## src/rtl/count_ctrl.sv

```systemverilog
// Push-button step controller: debounces a two-button code and emits up/down step pulses.
// Holding a button auto-repeats; with auto sweep enabled, an idle controller steps up periodically.
`timescale 1ns/1ps
module count_ctrl #(
  parameter int unsigned DEB_CNT  = 500000,
  parameter int unsigned REP_DLY  = 25000000,
  parameter int unsigned REP_PER  = 5000000,
  parameter int unsigned AUTO_PER = 50000000
) (
  input  logic       i_Clk,
  input  logic       i_Rst,
  input  logic [1:0] i_Push,
  input  logic       i_AutoEn,
  output logic       o_Up,
  output logic       o_Dn,
  output logic [1:0] o_State,
  output logic       o_Busy
);
  localparam int unsigned TW = 26;

  localparam logic [TW-1:0] DEB_LAST  = TW'(DEB_CNT - 1);
  localparam logic [TW-1:0] DLY_LAST  = TW'(REP_DLY - 1);
  localparam logic [TW-1:0] PER_LAST  = TW'(REP_PER - 1);
  localparam logic [TW-1:0] AUTO_LAST = TW'(AUTO_PER - 1);

  localparam logic [1:0] CODE_NONE = 2'b00;
  localparam logic [1:0] CODE_DN   = 2'b01;
  localparam logic [1:0] CODE_UP   = 2'b10;

  typedef enum logic [1:0] {
    IDLE = 2'd0,
    DLY  = 2'd1,
    RPT  = 2'd2
  } state_t;

  logic [1:0]    sync1, sync2;
  logic [1:0]    push_p;
  logic [1:0]    cand;
  logic [1:0]    deb;
  logic [TW-1:0] deb_cnt;

  state_t        state;
  logic [1:0]    cap;
  logic [TW-1:0] tmr;
  logic          auto_q;

  // Buttons are active-low; the synchronizer idles at "released".
  assign push_p  = ~sync2;
  assign o_State = state;

  // Synchronize, then accept a new code only after it has stayed unchanged long enough.
  always_ff @(posedge i_Clk or posedge i_Rst) begin
    if (i_Rst) begin
      sync1   <= 2'b11;
      sync2   <= 2'b11;
      cand    <= CODE_NONE;
      deb     <= CODE_NONE;
      deb_cnt <= '0;
    end else begin
      sync1 <= i_Push;
      sync2 <= sync1;
      if (push_p != cand) begin
        cand    <= push_p;
        deb_cnt <= '0;
      end else if (cand != deb) begin
        if (deb_cnt == DEB_LAST) begin
          deb     <= cand;
          deb_cnt <= '0;
        end else begin
          deb_cnt <= deb_cnt + TW'(1);
        end
      end
    end
  end

  // Step FSM; the shared timer is the auto-sweep period in IDLE and the repeat timer otherwise.
  always_ff @(posedge i_Clk or posedge i_Rst) begin
    if (i_Rst) begin
      state  <= IDLE;
      cap    <= CODE_NONE;
      tmr    <= '0;
      auto_q <= 1'b0;
      o_Up   <= 1'b0;
      o_Dn   <= 1'b0;
      o_Busy <= 1'b0;
    end else begin
      o_Up   <= 1'b0;
      o_Dn   <= 1'b0;
      auto_q <= i_AutoEn;
      unique case (state)
        IDLE: begin
          if (deb == CODE_UP || deb == CODE_DN) begin
            {o_Up, o_Dn} <= deb;
            cap          <= deb;
            tmr          <= '0;
            state        <= DLY;
            o_Busy       <= 1'b1;
          end else if (deb == CODE_NONE && auto_q) begin
            if (tmr == AUTO_LAST) begin
              o_Up <= 1'b1;
              tmr  <= '0;
            end else begin
              tmr <= tmr + TW'(1);
            end
          end else begin
            tmr <= '0;
          end
        end
        DLY: begin
          if (deb != cap) begin
            state  <= IDLE;
            tmr    <= '0;
            o_Busy <= 1'b0;
          end else if (tmr == DLY_LAST) begin
            {o_Up, o_Dn} <= cap;
            tmr          <= '0;
            state        <= RPT;
          end else begin
            tmr <= tmr + TW'(1);
          end
        end
        RPT: begin
          if (deb != cap) begin
            state  <= IDLE;
            tmr    <= '0;
            o_Busy <= 1'b0;
          end else if (tmr == PER_LAST) begin
            {o_Up, o_Dn} <= cap;
            tmr          <= '0;
          end else begin
            tmr <= tmr + TW'(1);
          end
        end
        default: begin
          state  <= IDLE;
          tmr    <= '0;
          o_Busy <= 1'b0;
        end
      endcase
    end
  end
endmodule
```

## config.mk

```make
export PLATFORM = sky130hd
export DESIGN_NAME = count_ctrl
export DESIGN_NICKNAME = d
export VERILOG_FILES = /design/src/rtl/count_ctrl.sv
export SDC_FILE = /design/constraint.sdc
export NUM_CORES = 1
export LEC_CHECK = 0
export ABC_AREA = 1
export BUFFER_PORTS_ARGS = -buffer_cell sky130_fd_sc_hd__buf_2
export CORE_ASPECT_RATIO = 1.4
export CORE_MARGIN = 8
export CORE_UTILIZATION = 45
export DETAILED_ROUTE_END_ITERATION = 7
export GPL_ROUTABILITY_DRIVEN = 1
export GPL_TIMING_DRIVEN = 1
export RECOVER_POWER = 50
export SLEW_MARGIN = 30
export SYNTH_ARGS = -nofsm -noshare
export SYNTH_HDL_FRONTEND = slang
export SYNTH_SLANG_ARGS = --single-unit
```

## constraint.sdc

```tcl
create_clock -name i_Clk -period 2.2 [get_ports i_Clk]
set_input_delay 0.44 -clock i_Clk [delete_from_list [all_inputs] [get_ports i_Clk]]
set_output_delay 0.44 -clock i_Clk [all_outputs]
set_load 0.02 [all_outputs]
```

==> summary.txt <==
Run status
  – Outcome: complete, no violations

Clock tree
  – Post-CTS Setup Bufs: 0
  – Clock Latency Late Sink: 330 ps
  – CTS Root Cell: clkbuf_16
  – Number of H-tree levels: 3
  – Clk buf depth: 2
  – CTS tree: done
  – CTS Buf Count: 9
  – Clock sink total: 68
  – Number of hold buffers added after CTS: 0
  – Post-CTS resize count: 0
  – Clock slew seen by the registers of the worst setup and hold paths: 50 ps

Route
  – Avg WL per Cell: 13.6 µm
  – First-pass DRT Iterations: 4
  – DRT Wirelength: 10,400 µm
  – Vias per cell: 5.11
  – DRT iter0 DRCs: 142
  – Post-route ant nets: 0
  – DR vias: 3,906
  – DRC errors left: 0

Synthesis
  – YS warnings: 0
  – Number of synthesized flops with an enable pin: 0
  – Post-synth top area share: 0.370
  – Gate Count Post-Synth: 631
  – Synth Register Bits: 68
  – Sequential fraction of the synthesis area: 0.394
  – Syn avg cell area: 6.86 µm²
  – Synth area leader: dfrtp_1
  – Most used DFF post-synth: dfrtp_1
  – Net Count, Synth: 645
  – Synthesized cell area: 4330 µm²
  – Asr flop ratio synth: 1.00
  – Synth unique cells: 30
  – Largest cells by area after synthesis: dfrtp_1, nand2_1, inv_1

Die
  – Row count: 42
  – Die area: 13,100 µm²
  – Core Area: 9410 µm²
  – # IOs: 10
  – Initial core utilization: 0.460
  – Width of the die: 98.9 µm
  – Die height: 132 µm

Timing
  – Max Clock Freq: 0.520 GHz
  – Measured slew at the worst slew-check pin: 981 ps
  – RSZ-0062 raised after global routing: false
  – Final hold violations: 0
  – Final WS setup: 276 ps
  – Headroom to the max-slew limit: 0.346
  – Final number of setup-violating endpoints: 0
  – Final TNS setup: 0 ps
  – Tmin final: 1920 ps
  – Period utilisation layout: 0.875
  – Worst Skew: 7.36 ps
  – Pins Over Slew Limit: 0

Setup path
  – Worst-path fanout max: 25
  – Data required, critical path: 2420 ps
  – Worst setup EP type: flip-flop
  – Nature of the critical path startpoint: flip-flop
  – Critical Path AT: 2140 ps
  – Crit Path Class: reg2reg

Power and ir drop
  – Pleak: 2.41 nW
  – PwrDens: 570 nW/µm²
  – Peak VDD IR: 442 µV

Finish
  – Commonest non-fill, non-tap cell in the layout: nand2_1
  – Most frequent cells in the layout: nand2_1, inv_1, nor2_1
  – NumNets Final: 663
  – P&R area growth vs syn: 10.1%
  – Layout cells sized above 1: 0.0810
  – Antenna cell count: 0

Global route
  – First-pass GRT wire length: 18,500 µm
  – Vias in the first global route: 3,955
  – Total GRT Usage: 0.175
  – Total congestion overflow: 0
  – Initial antenna violation count: 0
  – Largest net degree at the start of global routing: 39

Job
  – Max Cap Violations: 0

Hold path
  – Worst Hold Class: in2async

Placement
  – Pre-CTS setup slack: 236 ps
  – I/O Buffers: 9
  – Routability cong.: 0.884
  – DP HPWL: 7760 µm
-- final cells by class --
| class | instances | area, µm² |
|---|---|---|
| timing repair buffer | 16 | 91.3 |
| clock inverter | 2 | 10.0 |
| sequential | 68 | 1710 |
| inverter | 108 | 405 |
| fill | 973 | 4640 |
| tap | 110 | 138 |
| clock buffer | 14 | 264 |
| multi-input combinational | 446 | 2150 |
-- through the flow --
step                std cells   util  power, mW  hold WS [ps]  area (µm²)
global placement          748  0.480       1.41           347        4510
CTS                       764  0.509       2.78          92.9        4790
global route              764  0.507       2.84           189        4770
detailed placement        748  0.480       1.41           347        4510
floorplan                 631      -       1.38           345        4330
finish                    764  0.507       2.72           185        4770
-- layer usage --
| layer | vias up | part of all wire | GRT usage |
|---|---|---|---|
| li1 | 2001 | - | - |
| met1 | 1824 | 0.41 | 0.194 |
| met2 | 56 | 0.53 | 0.303 |
| met3 | 25 | 0.024 | 0.0338 |
| met4 | 0 | 0.033 | 0.102 |
| met5 | - | 0 | 0 |
-- power breakdown --
group	leakage, nW	internal (mW)	switching, mW
logic	1.35	0.0243	0.0762
registers	0.926	1.27	0.0116
clock network	0.137	0.821	0.519
total	2.41	2.11	0.607
-- final timing paths --
| check | cells after the start | end | slack [ps] | startpoint |
|---|---|---|---|---|
| worst max-delay path | 10 | tmr[1] | 280 | tmr[0] |
| worst min-delay path | 2 | deb_cnt[4] | 180 | i_Rst |
| worst max register to register | 10 | tmr[1] | 280 | tmr[0] |
| worst min register to register | 0 | sync2[1] | 350 | sync1[1] |
| max in group asynchronous | 3 | auto_q | 640 | i_Rst |
| min in group i_Clk | 1 | sync1[0] | 200 | i_Push[0] |
-- registers in the layout, summed over array words and instances (netlist names), 2 cells and up --
signal   count
cand         2
cap          2
deb          2
deb_cnt     26
o_State      2
sync1        2
sync2        2
tmr         26
-- cells in the mapped netlist, types with 6 or more instances --
master   count
a21oi_1     11
dfrtp_1     64
ha_1         9
inv_1      105
nand2_1    177
nand2_2      6
nand3_1     46
nand4_1     17
nor2_1      85
nor3_1      26
o21ai_0     27
xor2_1      16
-- kinds of logic after synthesis --
group | share of synthesized area
flip-flops | 0.394
adder cells (fa/ha/maj) | 0.0260
XOR/XNOR | 0.0404
AO/OA/AOI/OAI | 0.0497
AND/OR/NAND/NOR | 0.381
buffers and inverters | 0.109
-- worst max-delay path: stages (launching register included) --
cell and delay [ps]:
dfrtp_1 390, ha_1 160, inv_1 60, nor2_4 180
nand2_1 140, nor2_1 210, nand2_1 90, nand2_2 90
nand3_4 270, nand3_1 170, inv_1 50
Power figures use the tool's default switching activity.
